`config.mk`:
```
export PLATFORM = sky130hd
export DESIGN_NAME = memory_access_sequencer
export DESIGN_NICKNAME = d
export VERILOG_FILES = /design/src/rtl/memory_access_sequencer.sv
export SDC_FILE = /design/constraint.sdc
export NUM_CORES = 1
export LEC_CHECK = 0
export ABC_AREA = 1
export CORE_MARGIN = 2
export CORE_UTILIZATION = 52
export DETAILED_ROUTE_END_ITERATION = 10
export DONT_BUFFER_PORTS = 1
export PLACE_DENSITY = 0.75
export SYNTH_ARGS = -nofsm -noshare
export SYNTH_HDL_FRONTEND = slang
export SYNTH_SLANG_ARGS = --single-unit
export TNS_END_PERCENT = 20
```
`constraint.sdc`:
```
create_clock -name clk -period 1.3 [get_ports clk]
set_input_delay 0.13 -clock clk [delete_from_list [all_inputs] [get_ports clk]]
set_output_delay 0.13 -clock clk [all_outputs]
set_load 0.01 [all_outputs]
```
`src/rtl/memory_access_sequencer.sv`:
```
// memory_access_sequencer
//   Arbitrates the single MAR/RAM path between the CPU control unit and the
//   front-panel program loader. Each granted request runs a fixed sequence:
//   ADDR (load MAR) -> ACCESS (RAM read/write) -> ACK (one-cycle pulse).
//   prog_mode picks which requester may be granted from IDLE.
//
// Ports
//   clk, rst            : clock, asynchronous active-low reset
//   prog_mode           : 1 = loader owns the path, 0 = CPU owns it
//   cpu_req/we/addr/wdata, cpu_ack, cpu_rdata : CPU request/response
//   ld_req/we/auto/set/addr/wdata, ld_ack, ld_rdata, ld_ptr : loader side
//   mar_bus, mar_read_from_bus : MAR load path
//   ram_we, ram_wdata, ram_rdata : RAM strobe/data (read is asynchronous)
//   busy                : high whenever the sequencer is not IDLE
//
// All outputs are registered. They are computed from the next state and the
// next latched request, so they line up with the state they belong to while
// still coming straight out of flops (reset clears them asynchronously).

module memory_access_sequencer #(
  parameter int ADDR_W = 4,
  parameter int DATA_W = 8
) (
  input  logic              clk,
  input  logic              rst,
  input  logic              prog_mode,
  input  logic              cpu_req,
  input  logic              cpu_we,
  input  logic [ADDR_W-1:0] cpu_addr,
  input  logic [DATA_W-1:0] cpu_wdata,
  output logic              cpu_ack,
  output logic [DATA_W-1:0] cpu_rdata,
  input  logic              ld_req,
  input  logic              ld_we,
  input  logic              ld_auto,
  input  logic              ld_set,
  input  logic [ADDR_W-1:0] ld_addr,
  input  logic [DATA_W-1:0] ld_wdata,
  output logic              ld_ack,
  output logic [DATA_W-1:0] ld_rdata,
  output logic [ADDR_W-1:0] ld_ptr,
  output logic [ADDR_W-1:0] mar_bus,
  output logic              mar_read_from_bus,
  output logic              ram_we,
  output logic [DATA_W-1:0] ram_wdata,
  input  logic [DATA_W-1:0] ram_rdata,
  output logic              busy
);

  typedef enum logic [1:0] {
    S_IDLE   = 2'd0,
    S_ADDR   = 2'd1,
    S_ACCESS = 2'd2,
    S_ACK    = 2'd3
  } state_t;

  state_t              state_r, state_next_s;

  // Latched request currently in service
  logic                own_ld_r, own_ld_next_s;
  logic                we_r, we_next_s;
  logic                auto_r, auto_next_s;
  logic [ADDR_W-1:0]   addr_r, addr_next_s;
  logic [DATA_W-1:0]   wdata_r, wdata_next_s;

  // Loader pending buffer (captured on an accepted ld_req pulse)
  logic                ld_pending_r;
  logic                pend_we_r, pend_auto_r;
  logic [ADDR_W-1:0]   pend_addr_r;
  logic [DATA_W-1:0]   pend_wdata_r;

  logic                grant_cpu_s, grant_ld_s, ld_accept_s, ld_in_service_s;

  // Registered outputs
  logic                cpu_ack_r, ld_ack_r, busy_r, ram_we_r, mar_rd_r;
  logic [ADDR_W-1:0]   mar_bus_r, ld_ptr_r;
  logic [DATA_W-1:0]   ram_wdata_r, cpu_rdata_r, ld_rdata_r;

  // A loader pulse is dropped while one is already pending or being served
  assign ld_in_service_s = (state_r != S_IDLE) && own_ld_r;
  assign ld_accept_s     = ld_req && !ld_pending_r && !ld_in_service_s;

  // Next-state decode, grant selection and next latched-request values
  always_comb begin
    state_next_s  = state_r;
    grant_cpu_s   = 1'b0;
    grant_ld_s    = 1'b0;
    own_ld_next_s = own_ld_r;
    we_next_s     = we_r;
    auto_next_s   = auto_r;
    addr_next_s   = addr_r;
    wdata_next_s  = wdata_r;
    case (state_r)
      S_IDLE: begin
        if (!prog_mode && cpu_req) begin
          grant_cpu_s  = 1'b1;
          state_next_s = S_ADDR;
        end else if (prog_mode && ld_pending_r) begin
          grant_ld_s   = 1'b1;
          state_next_s = S_ADDR;
        end else begin
          state_next_s = S_IDLE;
        end
      end
      S_ADDR:   state_next_s = S_ACCESS;
      S_ACCESS: state_next_s = S_ACK;
      S_ACK:    state_next_s = S_IDLE;
      default:  state_next_s = S_IDLE;
    endcase
    if (grant_cpu_s) begin
      own_ld_next_s = 1'b0;
      we_next_s     = cpu_we;
      auto_next_s   = 1'b0;
      addr_next_s   = cpu_addr;
      wdata_next_s  = cpu_wdata;
    end else if (grant_ld_s) begin
      // Auto requests resolve the pointer at grant time, after any ld_set
      own_ld_next_s = 1'b1;
      we_next_s     = pend_we_r;
      auto_next_s   = pend_auto_r;
      addr_next_s   = pend_auto_r ? ld_ptr_r : pend_addr_r;
      wdata_next_s  = pend_wdata_r;
    end else begin
      own_ld_next_s = own_ld_r;
    end
  end

  // State, latched request and registered bus/strobe outputs
  always_ff @(posedge clk or negedge rst) begin
    if (!rst) begin
      state_r     <= S_IDLE;
      own_ld_r    <= 1'b0;
      we_r        <= 1'b0;
      auto_r      <= 1'b0;
      addr_r      <= {ADDR_W{1'b0}};
      wdata_r     <= {DATA_W{1'b0}};
      busy_r      <= 1'b0;
      mar_rd_r    <= 1'b0;
      mar_bus_r   <= {ADDR_W{1'b0}};
      ram_we_r    <= 1'b0;
      ram_wdata_r <= {DATA_W{1'b0}};
      cpu_ack_r   <= 1'b0;
      ld_ack_r    <= 1'b0;
    end else begin
      state_r     <= state_next_s;
      own_ld_r    <= own_ld_next_s;
      we_r        <= we_next_s;
      auto_r      <= auto_next_s;
      addr_r      <= addr_next_s;
      wdata_r     <= wdata_next_s;
      busy_r      <= (state_next_s != S_IDLE);
      mar_rd_r    <= (state_next_s == S_ADDR);
      mar_bus_r   <= (state_next_s == S_ADDR) ? addr_next_s : {ADDR_W{1'b0}};
      ram_we_r    <= (state_next_s == S_ACCESS) && we_next_s;
      ram_wdata_r <= ((state_next_s == S_ACCESS) && we_next_s) ? wdata_next_s
                                                                : {DATA_W{1'b0}};
      cpu_ack_r   <= (state_next_s == S_ACK) && !own_ld_next_s;
      ld_ack_r    <= (state_next_s == S_ACK) && own_ld_next_s;
    end
  end

  // Loader pending flag and request buffer; leaving prog mode flushes it
  always_ff @(posedge clk or negedge rst) begin
    if (!rst) begin
      ld_pending_r <= 1'b0;
      pend_we_r    <= 1'b0;
      pend_auto_r  <= 1'b0;
      pend_addr_r  <= {ADDR_W{1'b0}};
      pend_wdata_r <= {DATA_W{1'b0}};
    end else if (!prog_mode || grant_ld_s) begin
      ld_pending_r <= 1'b0;
    end else if (ld_accept_s) begin
      ld_pending_r <= 1'b1;
      pend_we_r    <= ld_we;
      pend_auto_r  <= ld_auto;
      pend_addr_r  <= ld_addr;
      pend_wdata_r <= ld_wdata;
    end else begin
      ld_pending_r <= ld_pending_r;
    end
  end

  // Read capture at the end of ACCESS into the owner's result register
  always_ff @(posedge clk or negedge rst) begin
    if (!rst) begin
      cpu_rdata_r <= {DATA_W{1'b0}};
      ld_rdata_r  <= {DATA_W{1'b0}};
    end else if ((state_r == S_ACCESS) && !we_r) begin
      if (own_ld_r) begin
        ld_rdata_r <= ram_rdata;
      end else begin
        cpu_rdata_r <= ram_rdata;
      end
    end else begin
      cpu_rdata_r <= cpu_rdata_r;
    end
  end

  // Loader pointer: ld_set overrides the post-ACK auto increment
  always_ff @(posedge clk or negedge rst) begin
    if (!rst) begin
      ld_ptr_r <= {ADDR_W{1'b0}};
    end else if (ld_set) begin
      ld_ptr_r <= ld_addr;
    end else if ((state_r == S_ACK) && own_ld_r && auto_r) begin
      ld_ptr_r <= ld_ptr_r + {{(ADDR_W-1){1'b0}}, 1'b1};
    end else begin
      ld_ptr_r <= ld_ptr_r;
    end
  end

  assign cpu_ack           = cpu_ack_r;
  assign ld_ack            = ld_ack_r;
  assign cpu_rdata         = cpu_rdata_r;
  assign ld_rdata          = ld_rdata_r;
  assign ld_ptr            = ld_ptr_r;
  assign mar_bus           = mar_bus_r;
  assign mar_read_from_bus = mar_rd_r;
  assign ram_we            = ram_we_r;
  assign ram_wdata         = ram_wdata_r;
  assign busy              = busy_r;

endmodule
```
==> impl_metrics.csv <==
group,metric,value,unit
floorplanning,die-area,6220,sq um
place,dp_hpwl,4110,microns
clocking,root_buffer,"clkbuf_8",
timing,hold_violations,71,
final_layout,antenna_cells,0,
floorplanning,fp.dieW,78.9,microns
clocking,cts_made_buffers,9,
place,io_buffers,0,
run,cap_violations,0,
critical_path,cp-end-kind,"flop",
final_layout,nets,424,
critical_path,crit_path_cell_trace,"inv_2 -> ha_4 -> nand3_4 -> buf_12 -> or2_4 -> nand2_2 -> nor2_1",
final_layout,drive_above_1_share,18.2,%
critical_path,cp_max_fo,23,
timing,fin_setup_tns,-1.22,ns
yosys,syn-cell-area,2920,sq um
clocking,clkSinkCount,69,
timing,fmax,730,MHz
drt,totalWireLength,6490,microns
drt,antenna_left,0,
yosys,syn_avg_cell_area,8.92,sq um
floorplanning,num_rows,27,
floorplanning,core-area,5470,sq um
hold_path,hp-class,"in2async",
critical_path,slowest_stage,"dfrtp_1",
grt,track_usage,23.0,%
floorplanning,fp.dieH,78.9,microns
place,place_inst,407,
grt,grt_antenna_before_repair,0,
clocking,clk_pin_slew,0.07,ns
critical_path,required,1.53,ns
critical_path,cp.arrival,1.60,ns
timing,relSlewSlack,80.7,%
status,violations,"hold timing, setup timing",
grt,overflow,0,
critical_path,critical_path_buf_inv_count,2,
timing,setup_viol,25,
clocking,clk_latency,0.34,ns
floorplanning,start_util,53.3,%
drt,drc,0,
grt,grt_max_degree,70,
critical_path,critPathLaunchType,"flop",
yosys,synth_cells,327,
yosys,synth_cell_type_count,23,
drt,num_vias,2265,
status,status,"complete, but fails checks",
yosys,yosysSeqAreaShare,59.2,%
critical_path,crit_type,"reg2reg",
grt,grt_pass1_vias,2325,
yosys,synth.ff_latch_count,69,
timing,rsz0062_at_grt,"true",
final_layout,final_util,68.6,%
power_and_ir_drop,powerDensity,2160,nW/um^2
power_and_ir_drop,irDropWorstVdd,0.00128,V
clocking,cts_tree,"built",
yosys,yosys_warnings,0,
timing,fin_ws,-0.0701,ns
clocking,htree_levels,3,
place,gp_congestion,0.827,
timing,worst_slew_pin_slew,0.290,ns
final_layout,syn_to_final_growth,28.7,%
final_layout,instances_no_fill,452,
critical_path,crit_family,"simple AND/OR/NAND/NOR gates",
drt,routedWlPerCell,14.4,microns
timing,period_minus_slack,1.37,ns
clocking,clk_path_buf_depth,2,
grt,grt_pass1_wl,10900,microns
timing,whs,-0.527,ns
drt,avgViaCountPerCell,5.01,
drt,dr.pass1.iters,4,
timing,drv_slew,0,
power_and_ir_drop,leakage,1.95,nW
floorplanning,num_io_pins,78,
timing,period_share,105,%
timing,fin_skew,0.0103,ns
yosys,synth_nets,375,
critical_path,slowest_delay,0.39,ns
drt,drt-initial-drc-count,199,
sequential cells by signal, indices dropped and copies added (netlist names):
signal	count
pend_addr_r	4
ram_we	1
cpu_ack	1
state_r	2
ld_pending_r	1
addr_r	4
mar_read_from_bus	1
ld_rdata	8
own_ld_r	1
pend_we_r	1
busy	1
cpu_rdata	8
auto_r	1
wdata_r	8
ram_wdata	8
pend_wdata_r	8
ld_ack	1
mar_bus	4
we_r	1
ld_ptr	4
pend_auto_r	1
area by class of cell:
type,instances,area [sq um]
clock buffer,11,151
clock inverter,4,47.5
fill,439,1720
inverter,39,151
multi-input combinational,211,1110
sequential,69,1730
tap,72,90.1
timing repair buffer,46,478
Yosys cell counts (all sizes together):
cell type | count | area, sq um
ha | 7 | 87.6
o211ai | 2 | 15.0
nand2 | 120 | 450
clkbuf | 2 | 7.51
and2 | 1 | 6.26
a21oi | 1 | 5.00
nor2 | 18 | 75.1
dfrtp | 69 | 1730
nand3 | 24 | 148
nand4 | 1 | 6.26
buf | 6 | 36.3
or2 | 13 | 81.3
inv | 39 | 146
xor2 | 1 | 8.76
o21ai | 23 | 115
through the flow:
| step | setup slack [ns] | power (W) | instance area, sq um |
|---|---|---|---|
| after global placement | -0.0775 | 0.00592 | 3140 |
| after CTS | -0.104 | 0.00805 | 3680 |
| after detailed placement | -0.128 | 0.00605 | 3140 |
| final | -0.0701 | 0.00811 | 3750 |
| after global routing | -0.144 | 0.00873 | 3750 |
| after floorplan | -0.0272 | 0.00530 | 2950 |
cell usage in the layout, fill, tap and decap left out, drive strengths merged:
master	count
a21oi	1
clkinvlp	1
clkbuf	11
dlygate4sd3	29
o21ai	23
clkinv	2
nor2	18
nand4	1
xor2	1
ha	7
or2	13
dfrtp	69
and2	1
nand3	24
bufinv	1
inv	39
o211ai	2
nand2	120
buf	17
cells by family (layout without fill, tap and decap cells):
logic type	count (synthesis)	after routing	synth area share [%]
simple gates	177	177	26.3
buf+inv	47	100	6.52
compound gates	26	26	4.63
flops	69	69	59.2
xor+xnor	1	1	0.300
fa+ha+maj	7	7	3.00
report_power, final:
part           total, W  internal [W]  switching (W)
Sequential      0.00377       0.00305       0.000711
Clock           0.00177      0.000973       0.000794
Combinational   0.00258       0.00115        0.00143
Total           0.00811       0.00517        0.00293
what timing repair did:
item,CTS,global route
setup buffers,1,0
hold buffers,28,1
hold endpoints to repair,109,70
endpoints found under the setup margin,45,64
pin swaps,1,4
resized for setup,14,22
metal layers:
layer  wire length, microns  share of wire, %  global-route usage [%]
met3                    510               7.9                    8.86
met4                    126               1.9                    9.14
met2                   3150                49                    36.0
met1                   2700                42                    29.1
met5                      0                 0                       0
path summary, 6_finish.rpt:
kind | from | end | slack [ns] | cells after the start
min reg2reg | pend_wdata_r[7] | pend_wdata_r[7] | 0.47 | 2
max | state_r[0] | ram_wdata[2] | -0.07 | 7
max in group asynchronous | rst | state_r[0] | 1.72 | 0
min | rst | mar_read_from_bus | -0.53 | 0
max reg2reg | state_r[0] | ram_wdata[2] | -0.07 | 7
min in group clk | ld_set | ld_ptr[1] | -0.01 | 3
No activity file was read; power rests on OpenSTA's default activity.
